==> src/rtl/poly_tone_generator.sv <==
// Polyphonic tone generator: NUM_VOICES phase accumulators time-share one registered
// sine table, each voice shaped by its own attack/sustain/release envelope.
module poly_tone_generator #(
    parameter int NUM_VOICES   = 4,
    parameter int PHASE_W      = 32,
    parameter int ENV_W        = 8,
    parameter int OUT_W        = 8,
    parameter int ATTACK_STEP  = 4,
    parameter int RELEASE_STEP = 2
) (
    input  logic                          clk_in,
    input  logic                          rst_n_in,
    input  logic                          step_in,
    input  logic [NUM_VOICES-1:0]         gate_in,
    input  logic [NUM_VOICES*PHASE_W-1:0] phase_incr_in,
    output logic [OUT_W-1:0]              sample_out,
    output logic                          sample_valid_out,
    output logic                          busy_out,
    output logic                          overrun_out,
    output logic [NUM_VOICES-1:0]         active_out
);

    localparam int VOICE_W = (NUM_VOICES > 1) ? $clog2(NUM_VOICES) : 1;
    localparam int CNT_W   = $clog2(NUM_VOICES + 4);
    localparam int ACC_W   = OUT_W + $clog2(NUM_VOICES) + 1;
    localparam int PROD_W  = 8 + ENV_W + 1;
    localparam logic [ENV_W-1:0]        ENV_MAX = {ENV_W{1'b1}};
    localparam logic signed [ACC_W-1:0] SAT_MAX = ACC_W'((2 ** (OUT_W - 1)) - 1);
    localparam logic signed [ACC_W-1:0] SAT_MIN = ACC_W'(-(2 ** (OUT_W - 1)));

    typedef enum logic [1:0] {
        SEQ_IDLE  = 2'd0,
        SEQ_RUN   = 2'd1,
        SEQ_DRAIN = 2'd2
    } seq_state_e;

    typedef enum logic [1:0] {
        V_IDLE    = 2'd0,
        V_ATTACK  = 2'd1,
        V_SUSTAIN = 2'd2,
        V_RELEASE = 2'd3
    } voice_state_e;

    // Classic unsigned 0..255 sine table; the signed sample is this with the MSB flipped.
    function automatic logic [7:0] sine_lut(input logic [5:0] idx);
        case (idx)
            6'd0:  sine_lut = 8'd128;  6'd1:  sine_lut = 8'd140;  6'd2:  sine_lut = 8'd152;  6'd3:  sine_lut = 8'd165;
            6'd4:  sine_lut = 8'd176;  6'd5:  sine_lut = 8'd188;  6'd6:  sine_lut = 8'd198;  6'd7:  sine_lut = 8'd208;
            6'd8:  sine_lut = 8'd218;  6'd9:  sine_lut = 8'd226;  6'd10: sine_lut = 8'd234;  6'd11: sine_lut = 8'd240;
            6'd12: sine_lut = 8'd245;  6'd13: sine_lut = 8'd250;  6'd14: sine_lut = 8'd253;  6'd15: sine_lut = 8'd254;
            6'd16: sine_lut = 8'd255;  6'd17: sine_lut = 8'd254;  6'd18: sine_lut = 8'd253;  6'd19: sine_lut = 8'd250;
            6'd20: sine_lut = 8'd245;  6'd21: sine_lut = 8'd240;  6'd22: sine_lut = 8'd234;  6'd23: sine_lut = 8'd226;
            6'd24: sine_lut = 8'd218;  6'd25: sine_lut = 8'd208;  6'd26: sine_lut = 8'd198;  6'd27: sine_lut = 8'd188;
            6'd28: sine_lut = 8'd176;  6'd29: sine_lut = 8'd165;  6'd30: sine_lut = 8'd152;  6'd31: sine_lut = 8'd140;
            6'd32: sine_lut = 8'd128;  6'd33: sine_lut = 8'd115;  6'd34: sine_lut = 8'd103;  6'd35: sine_lut = 8'd90;
            6'd36: sine_lut = 8'd79;   6'd37: sine_lut = 8'd67;   6'd38: sine_lut = 8'd57;   6'd39: sine_lut = 8'd47;
            6'd40: sine_lut = 8'd37;   6'd41: sine_lut = 8'd29;   6'd42: sine_lut = 8'd21;   6'd43: sine_lut = 8'd15;
            6'd44: sine_lut = 8'd10;   6'd45: sine_lut = 8'd5;    6'd46: sine_lut = 8'd2;    6'd47: sine_lut = 8'd1;
            6'd48: sine_lut = 8'd0;    6'd49: sine_lut = 8'd1;    6'd50: sine_lut = 8'd2;    6'd51: sine_lut = 8'd5;
            6'd52: sine_lut = 8'd10;   6'd53: sine_lut = 8'd15;   6'd54: sine_lut = 8'd21;   6'd55: sine_lut = 8'd29;
            6'd56: sine_lut = 8'd37;   6'd57: sine_lut = 8'd47;   6'd58: sine_lut = 8'd57;   6'd59: sine_lut = 8'd67;
            6'd60: sine_lut = 8'd79;   6'd61: sine_lut = 8'd90;   6'd62: sine_lut = 8'd103;  6'd63: sine_lut = 8'd115;
            default: sine_lut = 8'd128;
        endcase
    endfunction

    function automatic logic [OUT_W-1:0] saturate(input logic signed [ACC_W-1:0] v);
        logic signed [ACC_W-1:0] c;
        if (v > SAT_MAX) begin
            c = SAT_MAX;
        end else if (v < SAT_MIN) begin
            c = SAT_MIN;
        end else begin
            c = v;
        end
        return c[OUT_W-1:0];
    endfunction

    seq_state_e                seq_r, seq_n_s;
    logic [CNT_W-1:0]          cnt_r;
    logic                      busy_r, valid_r, overrun_r;
    logic [OUT_W-1:0]          sample_r;
    logic                      accept_s, slot_vld_s, sample_done_s;
    logic [VOICE_W-1:0]        slot_idx_s;

    logic [PHASE_W-1:0]        phase_r [NUM_VOICES];
    logic [ENV_W-1:0]          env_r   [NUM_VOICES];
    voice_state_e              vstate_r[NUM_VOICES];
    logic [NUM_VOICES-1:0]     active_r;

    logic [PHASE_W-1:0]        cur_phase_s, cur_incr_s, nxt_phase_s;
    logic [ENV_W-1:0]          cur_env_s, nxt_env_s;
    logic [ENV_W:0]            env_sum_s;
    voice_state_e              cur_state_s, nxt_state_s;
    logic                      cur_gate_s;

    logic signed [7:0]         lut_r;
    logic [ENV_W-1:0]          env_d_r;
    logic                      lut_vld_r, prod_vld_r;
    logic signed [ENV_W:0]     env_ext_s;
    logic signed [PROD_W-1:0]  prod_full_s;
    logic signed [8:0]         prod_r;
    logic signed [ACC_W-1:0]   acc_r;

    assign accept_s      = (seq_r == SEQ_IDLE) && step_in;
    assign slot_vld_s    = (seq_r == SEQ_RUN);
    assign slot_idx_s    = cnt_r[VOICE_W-1:0];
    assign sample_done_s = (seq_r == SEQ_DRAIN) && (cnt_r == CNT_W'(NUM_VOICES + 2));

    // Sequencer next state: RUN walks the voice slots, DRAIN flushes the pipeline.
    always_comb begin
        seq_n_s = seq_r;
        case (seq_r)
            SEQ_IDLE: begin
                if (step_in) seq_n_s = SEQ_RUN;
                else         seq_n_s = SEQ_IDLE;
            end
            SEQ_RUN: begin
                if (cnt_r == CNT_W'(NUM_VOICES - 1)) seq_n_s = SEQ_DRAIN;
                else                                 seq_n_s = SEQ_RUN;
            end
            SEQ_DRAIN: begin
                if (cnt_r == CNT_W'(NUM_VOICES + 3)) seq_n_s = SEQ_IDLE;
                else                                 seq_n_s = SEQ_DRAIN;
            end
            default: seq_n_s = SEQ_IDLE;
        endcase
    end

    // Sequencer state, slot counter and busy flag.
    always_ff @(posedge clk_in or negedge rst_n_in) begin
        if (!rst_n_in) begin
            seq_r  <= SEQ_IDLE;
            cnt_r  <= '0;
            busy_r <= 1'b0;
        end else begin
            seq_r  <= seq_n_s;
            busy_r <= (seq_n_s != SEQ_IDLE);
            cnt_r  <= (seq_r == SEQ_IDLE || seq_n_s == SEQ_IDLE) ? '0 : cnt_r + CNT_W'(1);
        end
    end

    // Next phase/envelope/state for the voice owning the current slot.
    always_comb begin
        cur_phase_s = phase_r[slot_idx_s];
        cur_env_s   = env_r[slot_idx_s];
        cur_state_s = vstate_r[slot_idx_s];
        cur_gate_s  = gate_in[slot_idx_s];
        cur_incr_s  = phase_incr_in[int'(slot_idx_s) * PHASE_W +: PHASE_W];
        env_sum_s   = {1'b0, cur_env_s} + (ENV_W + 1)'(ATTACK_STEP);
        nxt_env_s   = cur_env_s;
        nxt_state_s = cur_state_s;
        if (cur_state_s != V_IDLE) begin
            nxt_phase_s = cur_phase_s + cur_incr_s;
        end else begin
            nxt_phase_s = cur_phase_s;
        end
        case (cur_state_s)
            V_IDLE: begin
                nxt_env_s   = '0;
                nxt_phase_s = '0;
                if (cur_gate_s) nxt_state_s = V_ATTACK;
                else            nxt_state_s = V_IDLE;
            end
            V_ATTACK: begin
                if (!cur_gate_s) begin
                    nxt_state_s = V_RELEASE;
                end else if (env_sum_s >= {1'b0, ENV_MAX}) begin
                    nxt_env_s   = ENV_MAX;
                    nxt_state_s = V_SUSTAIN;
                end else begin
                    nxt_env_s = env_sum_s[ENV_W-1:0];
                end
            end
            V_SUSTAIN: begin
                nxt_env_s = ENV_MAX;
                if (!cur_gate_s) nxt_state_s = V_RELEASE;
                else             nxt_state_s = V_SUSTAIN;
            end
            V_RELEASE: begin
                // A retrigger resumes attack from the current level without touching phase.
                if (cur_gate_s) begin
                    nxt_state_s = V_ATTACK;
                end else if ({1'b0, cur_env_s} <= (ENV_W + 1)'(RELEASE_STEP)) begin
                    nxt_env_s   = '0;
                    nxt_phase_s = '0;
                    nxt_state_s = V_IDLE;
                end else begin
                    nxt_env_s = cur_env_s - ENV_W'(RELEASE_STEP);
                end
            end
            default: begin
                nxt_env_s   = '0;
                nxt_phase_s = '0;
                nxt_state_s = V_IDLE;
            end
        endcase
    end

    // Per-voice state write-back in the voice's slot.
    always_ff @(posedge clk_in or negedge rst_n_in) begin
        if (!rst_n_in) begin
            for (int v = 0; v < NUM_VOICES; v++) begin
                phase_r[v]  <= '0;
                env_r[v]    <= '0;
                vstate_r[v] <= V_IDLE;
            end
            active_r <= '0;
        end else if (slot_vld_s) begin
            phase_r[slot_idx_s]  <= nxt_phase_s;
            env_r[slot_idx_s]    <= nxt_env_s;
            vstate_r[slot_idx_s] <= nxt_state_s;
            active_r[slot_idx_s] <= (nxt_state_s != V_IDLE);
        end
    end

    assign env_ext_s   = {1'b0, env_d_r};
    assign prod_full_s = PROD_W'(lut_r) * PROD_W'(env_ext_s);

    // Table read, scaling and accumulation pipeline, all from pre-update voice values.
    always_ff @(posedge clk_in or negedge rst_n_in) begin
        if (!rst_n_in) begin
            lut_r      <= '0;
            env_d_r    <= '0;
            lut_vld_r  <= 1'b0;
            prod_r     <= '0;
            prod_vld_r <= 1'b0;
            acc_r      <= '0;
        end else begin
            lut_r      <= sine_lut(cur_phase_s[PHASE_W-1 -: 6]) ^ 8'h80;
            env_d_r    <= cur_env_s;
            lut_vld_r  <= slot_vld_s;
            prod_r     <= 9'(prod_full_s >>> ENV_W);
            prod_vld_r <= lut_vld_r;
            if (accept_s) begin
                acc_r <= '0;
            end else if (prod_vld_r) begin
                acc_r <= acc_r + ACC_W'(prod_r);
            end
        end
    end

    // Output sample, valid strobe and sticky overrun flag.
    always_ff @(posedge clk_in or negedge rst_n_in) begin
        if (!rst_n_in) begin
            sample_r  <= '0;
            valid_r   <= 1'b0;
            overrun_r <= 1'b0;
        end else begin
            valid_r   <= sample_done_s;
            overrun_r <= overrun_r | (step_in & busy_r);
            if (sample_done_s) begin
                sample_r <= saturate(acc_r);
            end
        end
    end

    assign sample_out       = sample_r;
    assign sample_valid_out = valid_r;
    assign busy_out         = busy_r;
    assign overrun_out      = overrun_r;
    assign active_out       = active_r;

endmodule
==> config.mk <==
export PLATFORM = sky130hd
export DESIGN_NAME = poly_tone_generator
export DESIGN_NICKNAME = d
export VERILOG_FILES = /design/src/rtl/poly_tone_generator.sv
export SDC_FILE = /design/constraint.sdc
export NUM_CORES = 1
export LEC_CHECK = 0
export BUFFER_PORTS_ARGS = -buffer_cell sky130_fd_sc_hd__buf_2
export CORE_ASPECT_RATIO = 1.5
export CORE_MARGIN = 8
export CORE_UTILIZATION = 61
export CTS_CLUSTER_SIZE = 25
export DETAILED_ROUTE_END_ITERATION = 6
export HOLD_SLACK_MARGIN = 0.15
export PLACE_DENSITY = 0.82
export SYNTH_ARGS = -nofsm -noshare
export SYNTH_HDL_FRONTEND = slang
export SYNTH_SLANG_ARGS = --single-unit
==> constraint.sdc <==
create_clock -name clk_in -period 5.9 [get_ports clk_in]
set_clock_uncertainty 0.05 [all_clocks]
set_input_delay 1.18 -clock clk_in [delete_from_list [all_inputs] [get_ports clk_in]]
set_output_delay 1.18 -clock clk_in [all_outputs]
set_load 0.02 [all_outputs]
---- Word level (Yosys, flattened, before mapping) ----
Memory sizes are Yosys's and may differ from the RTL's.
Index checks and enable logic that the tools add are counted.
storage, ports and cells
  logic and storage cells ................. 113
  ROM bits ................................ 512
  flip-flop bits (word level) ............. 226
  bits in writable memories ............... 0
  output and inout bits ................... 15
  bits in latches ......................... 0
  memories ................................ 1
memories
  memory           words  bits a word  read ports  clocked after Yosys merged registers in  wr ports  line  text
  (no name shown)  64     8            1           0                                        0         46    case (idx)
operators by class
  multiply operators ...................... 1
  magnitude comparators ................... 8
  reductions and logical operators ........ 12
  divide/modulo/power cells ............... 0
  shift operators ......................... 1
  eq/ne operators ......................... 8
  muxes and demuxes ....................... 48
  $add $sub $neg .......................... 5
  bitwise operators ....................... 4
operator list
  cell                                                         count
  2-to-1 mux 32 bit                                            6
  bitwise mux 128 bit                                          1
  indexed part select 128 x 8 -> 32 bit                        1
  2-to-1 mux 8 bit                                             9
  binary-select mux 32 bit (select 2 bit)                      1
  demux 32 bit (select 2 bit)                                  1
  case mux 32 bit (2 select lines)                             1
  adder 32 bit                                                 1
  bitwise mux 32 bit                                           1
  case mux 8 bit (4 select lines)                              1
  2-to-1 mux 11 bit                                            2
  2-to-1 mux 2 bit                                             9
  multiplier 8 x 9 -> 17 bit                                   1
  binary-select mux 8 bit (select 2 bit)                       1
  demux 8 bit (select 2 bit)                                   1
  adder 11 x 9 -> 11 bit                                       1
  > comparator 11 x 8 -> 1 bit, second input constant          1
  less-than comparator 11 x 8 -> 1 bit, second input constant  1
  adder 8 x 3 -> 9 bit, second input constant                  1
  >= comparator 9 x 8 -> 1 bit, second input constant          1
  bitwise mux 8 bit                                            1
  <= comparator 8 x 2 -> 1 bit, second input constant          1
  case mux 2 bit (4 select lines)                              1
  nonzero test 2 bit                                           4
  other kinds (25)                                             38

---- Longest topological paths before layout ----
Gate-level depths: netlist of the first run.
  word-level depth ........................ 11
  mapped depth ............................ 19
  mapped depth without buffers ............ 19

---- Least setup slack after synthesis of the first run ----
Ideal clock, no wire load.
  path type ............................... reg2reg
  from .................................... register cnt_r[0]
  to ...................................... register phase_r[124] (netlist bit)
  data arrival time ....................... 4,900 ps
  setup slack ............................. 813 ps
  required time ........................... 5,713 ps
  period minus slack after synthesis ...... 5,087 ps
  library setup time ...................... 137 ps
  stages on the path, launching flop included .. 17
  cell sequence ........................... dfrtp_1 -> buf_6 -> buf_8 -> clkbuf_1 -> buf_1 -> buf_1 -> mux4_2 -> ha_1 -> and3_1 -> nand2_1 -> nor4bb_1 -> o21ai_0 -> a211oi_1 -> nor4_1 -> o21ba_2 -> a211oi_1 -> a21oi_1
on the way
  longest elaborated chain between the ends .. 10
  elaborated cells between the ends (all ways) .. 28
  classes of those cells .................. add/sub (1); order compare (3); eq/ne (1); shift (1); mux (18); bitwise (1); reduce/logical (3)
ends and longest elaborated chain
  item                                                  line  text
  start, declared                                       80    logic [CNT_W-1:0] cnt_r;
  start signal, assigned                                139   cnt_r <= (seq_r == SEQ_IDLE || seq_n_s == SEQ_IDLE) ? '0 : cnt_r + CNT_W'(1);
  branches (longest 9 deep; another with adder 32 bit)  n/a
  bitwise mux 128 bit *                                 210   phase_r[slot_idx_s] <= nxt_phase_s;
  end signal, assigned by index                         210
  end, declared                                         86    logic [PHASE_W-1:0] phase_r [NUM_VOICES];
Every way passes the cells marked *. The select of a mux whose other input is x is not followed.
A chain may end at the register's enable or synchronous reset.

---- Worst setup path in the final report of the first run ----
  from .................................... register lut_r[7]
  to ...................................... register prod_r[7]
on the way
  longest elaborated chain between the ends .. 1
ends and longest elaborated chain
  item                        line  text
  start, declared             97    logic signed [7:0] lut_r;
  start signal, assigned      230   lut_r <= sine_lut(cur_phase_s[PHASE_W-1 -: 6]) ^ 8'h80;
  multiplier 8 x 9 -> 17 bit  218   assign prod_full_s = PROD_W'(lut_r) * PROD_W'(env_ext_s);
  via prod_full_s[15]         101   logic signed [PROD_W-1:0] prod_full_s;
  end signal, assigned        233   prod_r <= 9'(prod_full_s >>> ENV_W);
  end, declared               102   logic signed [8:0] prod_r;
The timed path passes the listed nets, and every way through them passes these cells.

==> results of run 1 <==
[power by group]
part,internal (mW),switching (mW)
Clock,0.824,0.606
Sequential,2.09,0.487
Combinational,2.41,3.70
Total,5.33,4.80
[cells in the mapped netlist, drive strengths merged, types with 5 or more instances]
master / count / area, sq um
nand2b: 7 / 43.79
xnor2: 24 / 210.2
a21oi: 68 / 340.3
mux4: 74 / 1682
nand2: 311 / 1177
fa: 37 / 740.7
mux2i: 15 / 150.1
o221ai: 6 / 52.55
nor2b: 7 / 43.79
inv: 85 / 319.1
buf: 20 / 132.6
o211ai: 7 / 52.55
and3: 11 / 68.82
a31oi: 10 / 62.56
mux2: 5 / 56.30
nor2: 91 / 346.6
or2: 6 / 37.54
ha: 105 / 1314
a211oi: 6 / 45.04
a21o: 26 / 196.4
o31ai: 25 / 187.7
nor3: 21 / 110.1
and2: 50 / 315.3
a311oi: 5 / 43.79
o21ai: 227 / 1151
o21a: 7 / 60.05
nand4: 5 / 31.28
or3: 6 / 42.54
a21boi: 5 / 37.54
xor2: 18 / 157.7
nand3: 19 / 95.09
clkbuf: 68 / 315.3
dfrtp: 226 / 5655
[layout by cell type (no fill, tap or decap), types with 10 or more instances in the layout]
cell type,netlist,layout
buf_4,1,14
nor3_1,20,20
o21ai_0,222,222
nand3_1,19,19
and2_1,49,49
a21oi_1,68,68
xor2_1,18,18
o31ai_1,25,25
mux2i_1,15,15
clkbuf_16,0,23
ha_1,105,104
inv_1,85,85
and3_1,11,11
a31oi_1,10,10
dfrtp_1,226,224
nor2_1,89,89
buf_2,4,148
nand2_1,307,307
mux4_2,70,70
fa_1,37,37
xnor2_1,24,24
a21o_1,25,25
[kinds of logic (layout without fill, tap and decap cells)]
kind of cell    Yosys count  count (layout)
compound gates          426             426
fa+ha+maj               142             142
simple gates            554             554
flops                   226             226
mux                      94              94
buf+inv                 179             290
xor+xnor                 42              42
[how the worst max path moves through the flow]
stage	to	slack, ps	depth (start not counted)	from
floorplan	phase_r[124]$_DFFE_PN0P_	810	16	cnt_r[0]$_DFF_PN0_
global placement	phase_r[124]$_DFFE_PN0P_	1130	12	phase_incr_in[106]
detailed placement	phase_r[28]$_DFFE_PN0P_	1040	12	phase_incr_in[107]
CTS	prod_r[7]$_DFF_PN0_	980	16	lut_r[7]$_DFF_PN0_
global route	prod_r[7]$_DFF_PN0_	620	16	lut_r[7]$_DFF_PN0_
finish	prod_r[7]$_DFF_PN0_	980	16	lut_r[7]$_DFF_PN0_
[critical path, cell delays in order, from the launching register on]
cell and delay, ps:
dfrtp_1 440, inv_1 220, nor2_1 100, fa_1 520
fa_1 530, fa_1 550, inv_1 50, fa_1 520
inv_1 40, ha_1 300, nand2_1 50, o21ai_0 430
o211ai_1 210, a21boi_0 280, o21a_1 210, o22a_1 170
xor2_1 160
[flip-flops by register name, summed over array words and instances, names as in the netlist]
signal            count
env_d_r               8
prod_vld_r            1
seq_r                 2
vstate_r              8
overrun_out           1
busy_out              1
phase_r             128
prod_r                9
cnt_r                 3
acc_r                11
env_r                32
lut_r                 8
sample_valid_out      1
sample_out            8
lut_vld_r             1
active_out            4
[cell type report]
| type | instances | area share (%) |
|---|---|---|
| Sequential cell | 226 | 32.68 |
| Clock buffer | 35 | 3.871 |
| Timing Repair Buffer | 164 | 5.084 |
| Inverter | 86 | 1.863 |
| Clock inverter | 5 | 0.3033 |
| Tap cell | 333 | 2.405 |
| Multi-Input combinational cell | 1258 | 53.79 |
[layer usage]
metal	vias up	part of all wire (%)	global-route usage [%]
met5	-	0	0
met4	0	3.9	11.75
met3	117	4.6	2.884
met2	420	54	45.69
met1	6265	38	26.36
li1	6047	-	-
[per-stage QoR]
step	area (sq um)	worst slack, ps	hold WS, ps	util [%]
3_3_place_gp	16600	1129	286.4	64.67
2_1_floorplan	15790	813.2	281.2	-
4_1_cts	17330	975.3	309.4	67.49
6_report	17330	978.1	308.5	67.49
5_1_grt	17330	617.8	314.3	67.49
3_5_place_dp	16600	1043	295.8	64.67
==> flow_summary.toml, run 1 <==
[yosys]
yosys.area_share.simple_pct = 15.74
synthDistinctLibCells = 82
ys.flop_type = "dfrtp_1"
yosysWarnings = 0
syn_area_per_cell_sq_um = 9.497
synth_seq_cells = 226
synth_adder_area_share_pct = 13.01
synth_xor_area_share_pct = 2.329
async_flop_share_pct = 100.0
synth_mux_area_share_pct = 11.95
synth-edff-count = 0
syn-num-nets = 1940
synth_compound_area_share_pct = 15.96
synthCells = 1663
synth_seq_area_share_pct = 35.81
syn_area_sq_um = 15790
synth_top_family_by_area = "compound AO/OA/AOI/OAI gates"

[routing]
final_antenna_net_count = 0
viasPerCell = 6.098
routed_wl_um = 37920
num_vias = 12850
wl_per_cell_um = 18.00
drt-initial-drc-count = 642
drc = 0
dr.pass1.iters = 5

[grt]
grt_pass1_wl_um = 63000
overflow = 0
grt_max_degree = 119
grt_usage_pct = 24.21
antenna_found_initial = 0
first_global_vias = 13570

[timing]
relSlewSlack_pct = 37.13
tightest_slew_ps = 933.2
min_period_over_period_pct = 83.42
setup-violations-final = 0
fmax_ghz = 0.2032
min_period_ps = 4922
setup_tns_ps = 0
slew_viol_final = 0
rsz0062_at_grt = "no"
final-hold-violation-count = 0

[worst_setup_path]
critical_path_class = "reg -> reg"
r2r_slack_ps = 980
rr_startpoint = "lut_r[7]$_DFF_PN0_"
required_ps = 6290
ff2ff_path_depth = 16
start_kind = "flop"
crit_path_max_fanout = 6
r2r-end = "prod_r[7]$_DFF_PN0_"
crit_path_end_kind = "flop"
crit_arrival_ps = 5310

[min_path]
hold_path.class = "reg -> reg"
hold_start = "lut_vld_r$_DFF_PN0_"
min_to = "prod_vld_r$_DFF_PN0_"
hold_depth = 0

[placement]
hpwlAfterDp_um = 27340
place.gp.congestion = 0.9216
place_inst = 2067
portBuffers = 149

[layout]
fillers = 1952
regArea_sq_um = 5663
n_antenna_cell = 0
multiInputGateArea_sq_um = 9320
drive_above_1_share_pct = 16.91
area_growth_syn_to_layout_pct = 9.704
final_nets = 2036
stdcell_count = 2107

[cts]
post_cts_resized = 0
clkSinkCount = 226
cts_tree = "built"
cts_root_buf = "clkbuf_16"
cts_max_level = 1
cts_hold_buffers = 0
worstSkewPairLatency_ps = 530
cts_buffer_depth = 3
cts-buffers-inserted = 23
clk_pin_slew_ps = 60
cts_setup_buffers = 0

[floorplan]
initial_core_util_pct = 61.52
row_count = 72
die_w_um = 147.4
core_area_sq_um = 25670
die_area_sq_um = 31400
io_pins = 150
dieHeight_um = 213.1

[power_and_ir_drop]
pwr_density_cell_nw_per_um2 = 584.2
ir_worst_vdd_uv = 373.6
power_mw = 10.12
leakage_nw = 8.260

[outcome]
outcome = "finished, final reports clean"

[run]
cap_viol_max_count = 0
Power figures use the tool's default switching activity.
==> inputs of run 2 (changes only) <==
--- a/config.mk
+++ b/config.mk
@@ -5,14 +5,15 @@
 export SDC_FILE = /design/constraint.sdc
 export NUM_CORES = 1
 export LEC_CHECK = 0
+export ABC_AREA = 1
 export BUFFER_PORTS_ARGS = -buffer_cell sky130_fd_sc_hd__buf_2
 export CORE_ASPECT_RATIO = 1.5
 export CORE_MARGIN = 8
-export CORE_UTILIZATION = 61
+export CORE_UTILIZATION = 55
 export CTS_CLUSTER_SIZE = 25
 export DETAILED_ROUTE_END_ITERATION = 6
 export HOLD_SLACK_MARGIN = 0.15
-export PLACE_DENSITY = 0.82
+export PLACE_DENSITY = 0.78
 export SYNTH_ARGS = -nofsm -noshare
 export SYNTH_HDL_FRONTEND = slang
 export SYNTH_SLANG_ARGS = --single-unit
==> constraint.sdc (replaced) <==
create_clock -name clk_in -period 4.2 [get_ports clk_in]
set_clock_uncertainty 0.05 [all_clocks]
set_input_delay 0.84 -clock clk_in [delete_from_list [all_inputs] [get_ports clk_in]]
set_output_delay 0.84 -clock clk_in [all_outputs]
set_load 0.02 [all_outputs]
==> run 2 against run 1 <==
Maximum frequency is 18% higher. Register-to-register slack worse by 950 ps. Clock-buffer cell count is 2 lower. Critical path type unchanged.
==> flow_summary.toml, run 2 <==
[layout]
stdcell_count = 2769
area_growth_syn_to_layout_pct = 14.33
final_area_sq_um = 18560
multiInputGateArea_sq_um = 9427
top_regs = "phase_r (128), env_r (32), acc_r (11)"
top_register = "phase_r"
final_cell_mix = "532 x nand2_1, 254 x o21ai_0, 217 x nor2_1, 217 x dfrtp_1, 201 x inv_1"
largest_reg_flops = 128
mostFrequentLayoutCell = "nand2_1"
n_antenna_cell = 0
regArea_sq_um = 5669
fillers = 2671
drive_above_1_share_pct = 14.91
final_nets = 2639

[worst_setup_path]
r2r-end = "prod_r[8]$_DFF_PN0_"
crit_path_end_kind = "flop"
ff2ff_path_depth = 18
required_ps = 4620
critical_path_class = "reg -> reg"
rr_startpoint = "lut_r[2]$_DFF_PN0_"
start_kind = "flop"
crit_path_max_fanout = 4
r2r_slack_ps = 30
crit_arrival_ps = 4590

[timing]
setup-violations-final = 0
relSlewSlack_pct = 43.28
rsz0062_at_grt = "yes"
min_period_over_period_pct = 99.26
fmax_ghz = 0.2399
slew_viol_final = 0
setup_tns_ps = 0
final-hold-violation-count = 0
timing.hold.ws_ps = 232.8
min_period_ps = 4169
tightest_slew_ps = 850.9

[placement]
portBuffers = 149
place_inst = 2724
place.gp.congestion = 0.9647
hpwlAfterDp_um = 34060
placed_cell_area_sq_um = 17660

[grt]
grt_pass1_wl_um = 76230
grt_usage_pct = 26.37
first_global_vias = 15790
grt_max_degree = 100
antenna_found_initial = 0
overflow = 0

[yosys]
yosys.area.top_type = "dfrtp_1"
syn_area_sq_um = 16240
synth_most_common_cell = "nand2_1"
synthDistinctLibCells = 52
ys.flop_type = "dfrtp_1"
synth.area.top_cells = "dfrtp_1 35%, nand2_1 12%, ha_1 8.1%, o21ai_0 7.9%, nor2_1 5.1%"
synth_seq_area_share_pct = 34.83
async_flop_share_pct = 100.0
synth.top_cell.area_share_pct = 34.83
synth_seq_cells = 226
synth-edff-count = 0
syn_area_per_cell_sq_um = 7.323
synthCells = 2217
yosysWarnings = 0
syn-num-nets = 2494
synth_commonest_cells = "537 x nand2_1, 256 x o21ai_0, 226 x dfrtp_1"

[routing]
drc = 0
routed_wl_um = 47340
num_vias = 15820
wl_per_cell_um = 17.10
drt-initial-drc-count = 1064
viasPerCell = 5.711
final_antenna_net_count = 0
dr.pass1.iters = 5

[floorplan]
core_area_sq_um = 29290
io_pins = 150
row_count = 77
dieHeight_um = 226.4
initial_core_util_pct = 55.43
die_w_um = 156.3
die_area_sq_um = 35390

[cts]
cts_max_level = 1
cts_root_buf = "clkbuf_16"
clkSinkCount = 226
cts_tree = "built"
cts_buffer_depth = 3
worstSkewPairLatency_ps = 550
cts-buffers-inserted = 23
clk_pin_slew_ps = 70

[outcome]
outcome = "finished, final reports clean"

[run]
cap_viol_max_count = 0

[min_path]
hold_path.class = "in -> async"
## run 2: changes by cell type in the layout (fill, tap and decap cells not counted), moves of 24 or more
cell / delta
mux4_2: -70
and2_1: -48
o22ai_1: +56
nor2_1: +128
a21oi_1: +24
nand3_1: +110
o21ai_1: +46
o21ai_0: +32
buf_4: +55
inv_1: +116
nand2_1: +225
## run 2: how the worst max path moves through the flow
stage          cells past startpoint            startpoint  slack (ps)                  end
6_report                          18    lut_r[2]$_DFF_PN0_          30  prod_r[8]$_DFF_PN0_
3_3_place_gp                      18  env_d_r[3]$_DFF_PN0_        -220  prod_r[8]$_DFF_PN0_
2_1_floorplan                     17    lut_r[6]$_DFF_PN0_          20  prod_r[7]$_DFF_PN0_
5_1_grt                           18  env_d_r[2]$_DFF_PN0_        -170  prod_r[8]$_DFF_PN0_
3_5_place_dp                      18  env_d_r[3]$_DFF_PN0_        -320  prod_r[8]$_DFF_PN0_
4_1_cts                           17    lut_r[3]$_DFF_PN0_           4  prod_r[7]$_DFF_PN0_
## run 2: area by class of cell
class / instances / share of cell area [%]
Tap cell: 395 / 2.662
Clock inverter: 4 / 0.2022
Multi-Input combinational cell: 1665 / 50.78
Timing Repair Buffer: 228 / 7.799
Sequential cell: 226 / 30.54
Inverter: 218 / 4.442
Clock buffer: 33 / 3.572
## run 2: per-stage QoR
| stage | setup WS (ps) | utilization, % |
|---|---|---|
| detailed placement | -317.5 | 60.28 |
| floorplan | 18.69 | - |
| CTS | 3.556 | 63.01 |
| finish | 31.29 | 63.38 |
| global placement | -221.5 | 60.28 |
| global route | -171.8 | 63.38 |
## run 2: critical path, cell delays in order (launching register included)
cell and delay [ps]:
dfrtp_2 430, buf_4 140, nand2_1 60, inv_1 50
fa_1 570, fa_2 450, fa_1 490, inv_1 50
fa_1 520, inv_1 50, ha_2 180, a21oi_2 160
nor2_2 60, a211oi_2 190, o21ai_2 120, nand3_1 100
nand2_1 70, a31oi_1 200, xor2_1 160
## run 2: kinds of logic after synthesis
kind of cell	share of synthesized area [%]
AND/OR/NAND/NOR	24.44
AO/OA/AOI/OAI	18.63
adder cells (fa/ha/maj)	12.65
buffers and inverters	7.930
XOR/XNOR	1.511
flip-flops	34.83
## run 2: timing repair
item | 4_1_cts | 5_1_grt
endpoints found under the setup margin | 5 | 21
pin swaps | 13 | 23
setup buffers | 5 | 3
hold buffers | 0 | 0
resized for setup | 15 | 24
## run 2: layer usage
layer	GRT usage (%)	part of all wire, %	vias to the layer above
met5	0	0	-
met1	28.50	38	7510
met2	49.45	53	505
met3	3.110	4.7	148
li1	-	-	7652
met4	13.44	4.8	0
Power of run 2 is not shown: default switching activity piles up to over one toggle a cycle in this logic, so the estimate is an artifact.
==> inputs of run 3 (changes only) <==
--- a/config.mk
+++ b/config.mk
@@ -13,6 +13,7 @@
 export CTS_CLUSTER_SIZE = 25
 export DETAILED_ROUTE_END_ITERATION = 6
 export HOLD_SLACK_MARGIN = 0.15
+export MAX_ROUTING_LAYER = met4
 export PLACE_DENSITY = 0.78
 export SYNTH_ARGS = -nofsm -noshare
 export SYNTH_HDL_FRONTEND = slang
==> run 3 against run 2 <==
Via count grew 1.8%. Cell count is 0.29% higher. Non-clock buffer count is 2 higher. Worst hold slack got worse by 29 ps. Maximum frequency is 0.35% higher. Critical path depth is 1 lower. Sequential share of layout area is 0.39 points lower. Setup slack gained 15 ps.
==> flow_summary.toml, run 3 (synthesis results as in run 2) <==
[worst_setup_path]
start_kind = "flop"
path_delay_family = "adder cells"
crit_path_frequent_cell = "fa_1"
cp_cell_sequence = "buf_6, nand2_2, inv_2, fa_1, fa_2, fa_1, inv_2, fa_1, inv_1, ha_2, a21oi_2, nor2_2, a211oi_2, o21ai_4, a21o_1, a31oi_2, xor2_1"
critical_path_class = "reg -> reg"
cpMaxStageDelayCell = "fa_1"
crit_buf_inv = 4
required_ps = 4620
rr_startpoint = "lut_r[3]$_DFF_PN0_"
r2r_slack_ps = 50
crit_path_max_fanout = 4
max_stage_delay_ps = 530
ff2ff_path_depth = 17
r2r-end = "prod_r[7]$_DFF_PN0_"
crit_arrival_ps = 4580
crit_path_end_kind = "flop"

[layout]
final_nets = 2642
top_regs = "phase_r (128), env_r (32), acc_r (11)"
n_antenna_cell = 0
largest_reg_flops = 128
mostFrequentLayoutCell = "nand2_1"
final_cell_mix = "530 x nand2_1, 255 x o21ai_0, 218 x dfrtp_1"
fin_util_pct = 64.19
fillers = 2601
drive_above_1_share_pct = 15.37
top_register = "phase_r"
final_area_sq_um = 18800
area_growth_syn_to_layout_pct = 15.80

[routing]
final_antenna_net_count = 0
wl_per_cell_um = 17.27
num_vias = 16100
viasPerCell = 5.799
routed_wl_um = 47960
dr.pass1.iters = 5
drt-initial-drc-count = 1046
drc = 0

[grt]
grt_usage_pct = 27.37
first_global_vias = 16090
grt_max_degree = 91
grt_pass1_wl_um = 77090
overflow = 0
antenna_found_initial = 0

[timing]
final-hold-violation-count = 0
setup-violations-final = 0
setup_ws_ps = 45.93
fmax_ghz = 0.2407
relSlewSlack_pct = 42.64
slew_viol_final = 0
tightest_slew_ps = 860.3
min_period_over_period_pct = 98.91
min_period_ps = 4154

[floorplan]
die_w_um = 156.3
initial_core_util_pct = 55.43
row_count = 77
die_area_sq_um = 35390
io_pins = 150
dieHeight_um = 226.4
core_area_sq_um = 29290

[placement]
hpwlAfterDp_um = 34050
place.gp.congestion = 0.9669
placed_cell_area_sq_um = 17670
portBuffers = 149
post-place-ws_ps = -275.4

[cts]
worstSkewPairLatency_ps = 560
cts_root_buf = "clkbuf_16"
cts_buffer_depth = 3
clkSinkCount = 226
clk_pin_slew_ps = 60
cts_tree = "built"
cts_max_level = 1
cts-buffers-inserted = 24

[run]
cap_viol_max_count = 0

[outcome]
outcome = "finished, final reports clean"

[min_path]
hold_path.class = "in -> async"
==> run 3: cell types whose count changed in the layout (fill, tap and decap cells not counted), moves of 2 or more <==
cell	before	now
buf_4	69	67
buf_6	3	7
bufinv_16	0	4
nand2_1	532	530
nand2_2	10	12
==> run 3: through the flow <==
stage	hold WS, ps	cells	TNS, ps
finish	203.7	2777	0
global route	262.7	2777	-256.7
CTS	240.0	2775	-78.77
detailed placement	307.5	2726	-790.1
global placement	283.7	2726	-398.2
floorplan	281.2	2217	0
==> run 3: worst max path at each step <==
stage | from | to | slack, ps | depth (start not counted)
global placement | env_d_r[3]$_DFF_PN0_ | prod_r[8]$_DFF_PN0_ | -160 | 18
floorplan | lut_r[6]$_DFF_PN0_ | prod_r[7]$_DFF_PN0_ | 20 | 17
detailed placement | env_d_r[2]$_DFF_PN0_ | prod_r[7]$_DFF_PN0_ | -280 | 16
CTS | lut_r[2]$_DFF_PN0_ | prod_r[7]$_DFF_PN0_ | -50 | 17
global route | lut_r[3]$_DFF_PN0_ | prod_r[3]$_DFF_PN0_ | -70 | 19
finish | lut_r[3]$_DFF_PN0_ | prod_r[7]$_DFF_PN0_ | 50 | 17
==> run 3: worst register-to-register path: cells and delay by family, from the launching register on <==
kind,cells,cell delay (ps)
AND/OR/NAND/NOR,2,110
adder cells (fa/ha/maj),5,2180
AO/OA/AOI/OAI,5,850
XOR/XNOR,1,180
buffers and inverters,4,260
flip-flops,1,450
==> run 3: repair_timing <==
item / CTS / global route
setup buffers: 6 / 4
endpoints found under the setup margin: 5 / 15
hold buffers: 0 / 0
gates resized for setup: 16 / 33
pin swaps: 19 / 23
==> run 3: layout make-up <==
class / instances / area, sq um / area share [%]
repair buffers: 230 / 1478 / 7.860
clock buffers: 34 / 688.2 / 3.660
inverters: 218 / 825.8 / 4.392
clock inverters: 9 / 175.2 / 0.9317
flip-flops and latches: 226 / 5668 / 30.15
well taps: 395 / 494.2 / 2.629
multi-input cells: 1665 / 9472 / 50.38
==> run 3: metal layers <==
layer	routed length, um	GRT usage (%)	share of wire, %
met5	0	-	0
met4	2178	12.97	4.5
met3	2295	2.709	4.8
met2	25840	50.37	54
met1	17650	28.84	37
Power of run 3 is left out for the same reason.
